### config.mk
export PLATFORM = sky130hd
export DESIGN_NAME = s38417_phase_arbiter
export DESIGN_NICKNAME = d
export VERILOG_FILES = /design/src/rtl/s38417_phase_arbiter.sv
export SDC_FILE = /design/constraint.sdc
export NUM_CORES = 1
export LEC_CHECK = 0
export CAP_MARGIN = 20
export CORE_ASPECT_RATIO = 1.5
export CORE_MARGIN = 2
export CORE_UTILIZATION = 56
export DETAILED_ROUTE_END_ITERATION = 10
export PLACE_DENSITY = 0.81
export SYNTH_ARGS = -nofsm -noshare
export SYNTH_HDL_FRONTEND = slang
export SYNTH_SLANG_ARGS = --single-unit
### constraint.sdc
create_clock -name CK -period 3.1 [get_ports CK]
set_clock_uncertainty 0.15 [all_clocks]
set_input_delay 0.775 -clock CK [delete_from_list [all_inputs] [get_ports CK]]
set_output_delay 0.775 -clock CK [all_outputs]
set_load 0.01 [all_outputs]
### src/rtl/s38417_phase_arbiter.sv
// rtl/s38417_phase_arbiter.sv - one-hot phase-select arbiter with settle/sample and match counter
//
// Purpose: grants one of NREQ requesters at a time, drives the matching
// one-hot select into the s38417 phase-select compare cone, holds it for
// HOLD settle cycles plus one sample cycle, then reports the cone result
// tagged with the requester index. Break-before-make is guaranteed by a
// mandatory RELEASE cycle with sel=0 between any two grants.
//
// Optional feature macro: S38417_PHASE_ARB_FIXED_PRIO_EN
//   defined   - fixed priority, lowest asserted request index wins
//   undefined - round-robin starting after the last granted index
//
// Ports:
//   CK           in   clock, rising edge
//   rst_n        in   synchronous active-low reset
//   enable       in   allows new grants (never aborts one in progress)
//   req          in   [NREQ-1:0] level-sensitive requests
//   cmp_in       in   compare cone result, used only in SAMPLE
//   sel          out  [NREQ-1:0] one-hot select, zero when not granting
//   gnt_id       out  [1:0] current or most recent grant index
//   busy         out  FSM not in IDLE
//   sample_valid out  one-cycle pulse qualifying sample_val/sample_id
//   sample_val   out  captured cmp_in
//   sample_id    out  [1:0] requester the sample belongs to
//   match_cnt    out  [CNTW-1:0] saturating count of samples equal to 1
module s38417_phase_arbiter #(
  parameter int NREQ = 3,
  parameter int HOLD = 2,
  parameter int CNTW = 8
) (
  input  logic            CK,
  input  logic            rst_n,
  input  logic            enable,
  input  logic [NREQ-1:0] req,
  input  logic            cmp_in,
  output logic [NREQ-1:0] sel,
  output logic [1:0]      gnt_id,
  output logic            busy,
  output logic            sample_valid,
  output logic            sample_val,
  output logic [1:0]      sample_id,
  output logic [CNTW-1:0] match_cnt
);

  typedef enum logic [1:0] {
    IDLE    = 2'd0,
    SETTLE  = 2'd1,
    SAMPLE  = 2'd2,
    RELEASE = 2'd3
  } state_t;

  localparam logic [3:0]      HOLD_LOAD = 4'(HOLD - 1);
  localparam logic [NREQ-1:0] OH_LSB    = {{(NREQ-1){1'b0}}, 1'b1};

  state_t            state_q, state_d;
  logic [NREQ-1:0]   sel_q, sel_d;
  logic [1:0]        gnt_id_q, gnt_id_d;
  logic [1:0]        ptr_q, ptr_d;
  logic [3:0]        cnt_q, cnt_d;
  logic              sample_valid_q, sample_valid_d;
  logic              sample_val_q, sample_val_d;
  logic [1:0]        sample_id_q, sample_id_d;
  logic [CNTW-1:0]   match_cnt_q, match_cnt_d;

  logic              found;
  logic [1:0]        pick_id;
  logic [NREQ-1:0]   pick_oh;
  int                idx;

  // Request selection
  always_comb begin
    found   = 1'b0;
    pick_id = '0;
    pick_oh = '0;
    idx     = 0;
`ifdef S38417_PHASE_ARB_FIXED_PRIO_EN
    for (int i = 0; i < NREQ; i++) begin
      if (!found && req[i]) begin
        found   = 1'b1;
        pick_id = 2'(i);
        pick_oh = OH_LSB << i;
      end
    end
`else
    // Scan starts one past the last granted index so every requester
    // gets a turn before any is served twice.
    for (int k = 1; k <= NREQ; k++) begin
      idx = (int'(ptr_q) + k) % NREQ;
      if (!found && req[idx]) begin
        found   = 1'b1;
        pick_id = 2'(idx);
        pick_oh = OH_LSB << idx;
      end
    end
`endif
  end

  // Next-state and registered outputs
  always_comb begin
    state_d        = state_q;
    sel_d          = sel_q;
    gnt_id_d       = gnt_id_q;
    ptr_d          = ptr_q;
    cnt_d          = cnt_q;
    sample_valid_d = 1'b0;
    sample_val_d   = sample_val_q;
    sample_id_d    = sample_id_q;
    match_cnt_d    = match_cnt_q;

    case (state_q)
      IDLE: begin
        sel_d = '0;
        if (enable && found) begin
          state_d  = SETTLE;
          sel_d    = pick_oh;
          gnt_id_d = pick_id;
          ptr_d    = pick_id;
          cnt_d    = HOLD_LOAD;
        end
      end
      SETTLE: begin
        // sel_q is the one-hot of the granted index, so this tests req[gnt_id].
        if ((req & sel_q) == '0) begin
          state_d = RELEASE;
          sel_d   = '0;
        end else if (cnt_q == 4'd0) begin
          state_d = SAMPLE;
        end else begin
          cnt_d = cnt_q - 4'd1;
        end
      end
      SAMPLE: begin
        state_d        = RELEASE;
        sel_d          = '0;
        sample_valid_d = 1'b1;
        sample_val_d   = cmp_in;
        sample_id_d    = gnt_id_q;
        if (cmp_in && (match_cnt_q != {CNTW{1'b1}})) begin
          match_cnt_d = match_cnt_q + 1'b1;
        end
      end
      RELEASE: begin
        // Mandatory dead cycle: keeps adjacent grants from driving
        // different selects on back-to-back cycles.
        state_d = IDLE;
        sel_d   = '0;
      end
      default: begin
        state_d = IDLE;
        sel_d   = '0;
      end
    endcase
  end

  always_ff @(posedge CK) begin
    if (!rst_n) begin
      state_q        <= IDLE;
      sel_q          <= '0;
      gnt_id_q       <= '0;
      ptr_q          <= 2'(NREQ - 1);
      cnt_q          <= '0;
      sample_valid_q <= 1'b0;
      sample_val_q   <= 1'b0;
      sample_id_q    <= '0;
      match_cnt_q    <= '0;
    end else begin
      state_q        <= state_d;
      sel_q          <= sel_d;
      gnt_id_q       <= gnt_id_d;
      ptr_q          <= ptr_d;
      cnt_q          <= cnt_d;
      sample_valid_q <= sample_valid_d;
      sample_val_q   <= sample_val_d;
      sample_id_q    <= sample_id_d;
      match_cnt_q    <= match_cnt_d;
    end
  end

  assign sel          = sel_q;
  assign gnt_id       = gnt_id_q;
  assign busy         = (state_q != IDLE);
  assign sample_valid = sample_valid_q;
  assign sample_val   = sample_val_q;
  assign sample_id    = sample_id_q;
  assign match_cnt    = match_cnt_q;

endmodule

==> metrics.md, run 1 <==
| Metric | Value |
|---|---|
| Fin area | `1730 µm²` |
| Core Area | `2480 µm²` |
| Cell Rows | `22` |
| Yosys cell types | `46` |
| Compound-Gate Fraction of Synth Area | `22.0%` |
| Die footprint | `3050 µm²` |
| Crit path DAT | `1.70 ns` |
| Crit-path max FO | `5` |
| CP Launch Point | `state_q[0]` |
| Drt wl/cell | `14.9 µm` |
| GRT Total Usage | `25.5%` |
| RSZ-0062 raised after global routing | `false` |
| Clock Sinks | `24` |
| Routability cong. | `0.877` |
| Area Overhead vs Synth | `18.6%` |
| Status | `completed` |
| Worst Hold Launch | `sample_val` |
| PD cells | `722 nW/µm²` |
| Placement Cell Area | `1710 µm²` |
| Drt via density | `6.22` |
| Setup TNS | `0 ns` |
| Final #Nets | `221` |
| Slew margin rel. | `63.4%` |
| Clk buf depth | `2` |
| Initial antenna violation count | `0` |
| Via Count | `1399` |
| Number of max-cap violations | `0` |
| FF-to-FF Start | `gnt_id[0]` |
| # DRC | `0` |
| Gr ovfl total | `0` |
| Top-count cell post-synth | `dfxtp_1` |
| Reg clk slew, reported paths | `0.12 ns` |
| Fin crit share | `84.6%` |
| F_max | `381 MHz` |
| YS warnings | `0` |
| Fill cell count | `213` |
| Hold Slack | `0.337 ns` |
| Synthesized area per cell | `8.22 µm²` |
| Post-Synth Adder-Cell Area | `9.41%` |
| Slew Viols, Final | `0` |
| Final WL | `3350 µm` |
| CP required | `2.17 ns` |
| Mux share of post-synthesis cell area | `2.74%` |
| Leading area contributor after synthesis | `dfxtp_1` |
| TritonCTS clock tree | `done` |
| Largest net degree at the start of global routing | `18` |
| Post-synth EDFFs | `0` |
| Synth Cell Area | `1460 µm²` |
| Starting Density | `59.0%` |
| Post-synth top flop | `dfxtp_1` |
| Post-synth top area share | `32.8%` |
| Clk Latency, worst-skew pair | `0.31 ns` |
| DRT antenna net count | `0` |
| Largest family of logic cells by synthesized area | `simple AND/OR/NAND/NOR gates` |
| Port bufs | `24` |
| Vias in the first global route | `1374` |
| Share of post-route cells with drive strength above 1 | `5.47%` |
| Post-Syn Nets | `196` |
| Critical path launch point type | `flop` |
| Final hold viol count | `0` |
| VDD IR max | `0.435 mV` |
| Register area share after synthesis | `32.8%` |
| Clock root buffer | `clkbuf_4` |
| Post-synthesis simple-gate area fraction | `26.3%` |
| Post-synth top cells | `dfxtp_1, nand2_1, a21oi_1` |
| CTS HTree Levels | `1` |
| Min Clock Period, post-route | `2.62 ns` |
| Slew @ Worst Pin | `0.548 ns` |
| CTS Buf Count | `3` |
| Die width | `45.7 µm` |
| First-pass DRT Iterations | `4` |
| Number of gates resized after CTS | `0` |
| Setup Buffers After CTS | `0` |
| Final setup fails | `0` |
| Crit path kind | `flop to output port` |
| IO Count | `25` |
| Post-Synth XOR/XNOR Area | `2.40%` |
| First-pass GRT wire length | `5670 µm` |
| Cell count after synthesis | `178` |
| Number of synthesized register bits | `24` |
| Crit. End Element | `output port` |
| P_leak | `0.000698 µW` |
| DPL Wire Length | `2640 µm` |
| Asr flop ratio synth | `0%` |
| Initial DRC Count | `28` |
| Final core utilization | `70.0%` |
| Top post-synthesis cells by area | `dfxtp_1, ha_1, a21oi_1` |
| Worst Hold Class | `flop to flop` |
| Chip height | `66.6 µm` |
| ANT cells | `0` |
| CTS Hold Bufs | `0` |
area by class of cell:
cell class / instances / area, µm² / share of cell area [%]
well taps: 24 / 30.0 / 1.73
inverters: 11 / 41.3 / 2.38
repair buffers: 24 / 240 / 13.9
flip-flops and latches: 24 / 480 / 27.7
clock buffers: 3 / 22.5 / 1.30
multi-input cells: 139 / 920 / 53.0
path summary, 6_finish.rpt:
path	to	slack, ns	cells past startpoint
setup reg to reg	cnt_q[3]	0.56	7
hold reg to reg	sample_val	0.34	2
setup / recovery	busy	0.48	4
hold / removal	sample_val	0.34	2
stage by stage:
stage | total power [µW] | setup slack [ns] | std cells
floorplan | 921 | 0.959 | 178
global placement | 1100 | 0.281 | 222
detailed placement | 1120 | 0.168 | 222
CTS | 1260 | 0.455 | 225
global route | 1350 | 0.326 | 225
finish | 1250 | 0.478 | 225
metal layers:
metal / global-route usage (%) / vias up / part of all wire [%]
met5: 0 / - / 0
met4: 14.3 / 0 / 3.3
met3: 4.07 / 13 / 3.9
met2: 48.8 / 44 / 56
met1: 23.9 / 658 / 37
li1: - / 684 / -
worst max-delay path: stages, from the launching register on:
cell	delay (ns)
dfxtp_1	0.36
inv_1	0.10
ha_1	0.25
inv_1	0.12
clkdlybuf4s50_1	0.55
cell usage in the layout, fill, tap and decap left out, drive strengths merged, types with 4 or more instances in the layout:
cell           netlist  final
nor2                15     15
a211oi               5      5
clkdlybuf4s50        0     24
nor3                 7      7
nand2b               5      5
dfxtp               24     24
o21ai               12     12
inv                 10     10
nand3                5      5
and3                 5      5
nand2               18     18
mux2i                4      4
ha                  11     11
a21oi               16     16
flip-flops by register name, summed over array words and instances, names as in the netlist:
signal / flops
match_cnt: 8
sample_id: 2
sample_val: 1
sample_valid: 1
cnt_q: 4
state_q: 2
ptr_q: 1
sel: 3
gnt_id: 2
logic make-up after synthesis:
kind of cell	Yosys count
buf+inv	15
flops	24
simple gates	72
fa+ha+maj	11
mux	4
compound gates	48
xor+xnor	4
report_power, final:
| group | internal, µW | leakage [µW] | switching (µW) |
|---|---|---|---|
| Combinational | 304 | 0.000490 | 410 |
| Clock | 45.5 | 0.0000138 | 85.5 |
| Sequential | 364 | 0.000195 | 42.6 |
Power figures use the tool's default switching activity.
==> run 2: changes to the inputs <==
--- a/config.mk
+++ b/config.mk
@@ -8,9 +8,9 @@
 export CAP_MARGIN = 20
 export CORE_ASPECT_RATIO = 1.5
 export CORE_MARGIN = 2
-export CORE_UTILIZATION = 56
+export CORE_UTILIZATION = 52
 export DETAILED_ROUTE_END_ITERATION = 10
-export PLACE_DENSITY = 0.81
+export PLACE_DENSITY = 0.76
 export SYNTH_ARGS = -nofsm -noshare
 export SYNTH_HDL_FRONTEND = slang
 export SYNTH_SLANG_ARGS = --single-unit
==> constraint.sdc (replaced) <==
create_clock -name CK -period 2.53 [get_ports CK]
set_clock_uncertainty 0.15 [all_clocks]
set_input_delay 0.6325 -clock CK [delete_from_list [all_inputs] [get_ports CK]]
set_output_delay 0.6325 -clock CK [all_outputs]
set_load 0.01 [all_outputs]
==> run 2 against run 1 <==
  * Die area rose by 7.1%
  * Clock power rose by 68%
  * Power rose by 35%
  * Utilization rose by 0.87 points
  * Clock-buffer cell count did not move
  * Critical endpoint is now state_q[1]
  * Largest cell class unchanged
==> metrics.md, run 2 (synthesis results as in run 1) <==
| Metric | Value |
|---|---|
| Status | `completed` |
| TritonCTS clock tree | `done` |
| Die footprint | `3260 µm²` |
| CP Cell Sequence | `clkdlybuf4s50_1 > a222oi_1 > a211oi_2 > nand2b_4 > or3b_1 > a21oi_1` |
| Max reg flops | `8` |
| Core Area | `2680 µm²` |
| DRT antenna net count | `0` |
| Clock root buffer | `clkbuf_8` |
| CP max-delay cell | `a222oi_1` |
| Max incr delay on CP | `0.55 ns` |
| Pwr Total | `1690 µW` |
| Starting Density | `54.7%` |
| Routability cong. | `0.871` |
| Crit path kind | `input pin to flop` |
| Clock Sinks | `24` |
| Comb pwr share | `57.4%` |
| First-pass DRT Iterations | `4` |
| CTS Buf Count | `3` |
| Int Pwr | `980 µW` |
| Chip height | `69.0 µm` |
| Bufs and invs on worst path | `1` |
| CTS HTree Levels | `1` |
| First-pass GRT wire length | `5860 µm` |
| Place WS | `-0.216 ns` |
| Largest net degree at the start of global routing | `13` |
| Crit-path max FO | `5` |
| Final setup fails | `0` |
| P_sw | `711 µW` |
| P_leak | `0.000790 µW` |
| Initial DRC Count | `29` |
| Fill cell count | `216` |
| ANT cells | `0` |
| Critical path launch point type | `input pin` |
| Final hold viol count | `0` |
| Port bufs | `24` |
| Worst Hold Class | `flop to flop` |
| Vias in the first global route | `1414` |
| PnR worst setup slack | `0.0820 ns` |
| Initial antenna violation count | `0` |
| Most frequent cells in the layout | `dfxtp_1, clkdlybuf4s50_1, nand2_1` |
| Drt wl/cell | `14.9 µm` |
| Clk buf depth | `2` |
| Min Clock Period, post-route | `2.45 ns` |
| PD cells | `891 nW/µm²` |
| Sequential power share | `29.6%` |
| Area Overhead vs Synth | `29.7%` |
| Cell Rows | `23` |
| Final WL | `3770 µm` |
| Die width | `47.3 µm` |
| Drt via density | `5.65` |
| Net Sw Frac | `42.1%` |
| Clock network power share | `13.0%` |
| DPL Wire Length | `2950 µm` |
| Commonest non-fill, non-tap cell in the layout | `dfxtp_1` |
| Crit-path leading delay family | `compound AO/OA/AOI/OAI gates` |
| Slew margin rel. | `65.3%` |
| Gr ovfl total | `0` |
| VDD IR max | `0.606 mV` |
| Slew @ Worst Pin | `0.521 ns` |
| # DRC | `0` |
| GRT Total Usage | `25.6%` |
| Crit path DAT | `2.49 ns` |
| Via Count | `1430` |
| Number of max-cap violations | `0` |
| F_max | `409 MHz` |
| Clk Latency, worst-skew pair | `0.26 ns` |
| Fin crit share | `96.8%` |
| IO Count | `25` |
| Share of post-route cells with drive strength above 1 | `12.5%` |
| Reg clk slew, reported paths | `0.08 ns` |
| CP required | `2.57 ns` |
| Crit. End Element | `flop` |
| Slew Viols, Final | `0` |
| R2r setup slk | `0.14 ns` |
| Final #Nets | `236` |
## run 2: cell types whose count changed in the layout (fill, tap and decap cells not counted)
cell,previous run,this run
clkdlybuf4s50_1,24,23
clkbuf_8,0,3
buf_4,0,15
dlymetal6s2s_1,0,1
clkbuf_4,3,0
a211oi_4,0,1
a211oi_1,4,3
## run 2: worst paths after layout
kind                                 start         end  cells past startpoint
worst max-delay path                req[1]  state_q[1]                      6
worst min-delay path            sample_val  sample_val                      2
worst max register to register   gnt_id[0]    cnt_q[2]                      7
worst min register to register  sample_val  sample_val                      2
## run 2: area by class of cell
type / instances / area, µm² / share of cell area [%]
clock buffer: 3 / 41.3 / 2.18
tap: 37 / 46.3 / 2.44
inverter: 11 / 41.3 / 2.18
sequential: 24 / 480 / 25.3
multi-input combinational: 139 / 932 / 49.1
timing repair buffer: 39 / 355 / 18.7
## run 2: power by group through the flow
stage	Sequential [µW]	Combinational, µW	Clock (µW)
floorplan	511	618	0
global route	512	1060	246
CTS	501	941	227
global placement	505	893	0
finish	501	971	220
detailed placement	511	929	0
## run 2: timing repair
item,in CTS,in global routing
hold buffers,0,0
buffers inserted,0,0
setup endpoints to repair,0,5
resized for setup,0,3
## run 2: through the flow
step / util, % / cells / hold slack [ns] / area (µm²) / TNS [ns]
floorplan: - / 178 / 0.308 / 1460 / 0
global placement: 68.8 / 250 / 0.307 / 1840 / -0.547
detailed placement: 68.8 / 250 / 0.326 / 1840 / -1.21
CTS: 70.3 / 253 / 0.336 / 1880 / 0
global route: 70.9 / 253 / 0.356 / 1900 / -0.0249
finish: 70.9 / 253 / 0.332 / 1900 / 0
## run 2: tightest hold or removal path, stage by stage (launching register included)
cell,delay (ns)
dfxtp_1,0.32
nand2b_1,0.06
a21oi_1,0.06
## run 2: per-layer routing
metal | GRT usage [%] | share of wire (%) | up-vias
li1 | - | - | 710
met1 | 22.4 | 38 | 686
met2 | 51.7 | 57 | 27
met3 | 3.65 | 2.7 | 7
met4 | 12.8 | 2.1 | 0
met5 | 0 | 0 | -
==> run 3: changes to the inputs <==
--- a/config.mk
+++ b/config.mk
@@ -5,7 +5,7 @@
 export SDC_FILE = /design/constraint.sdc
 export NUM_CORES = 1
 export LEC_CHECK = 0
-export CAP_MARGIN = 20
+export CAP_MARGIN = 10
 export CORE_ASPECT_RATIO = 1.5
 export CORE_MARGIN = 2
 export CORE_UTILIZATION = 52
==> results of run 3 <==
Same layout as run 2: the final DEF is identical, and so are final timing and power.
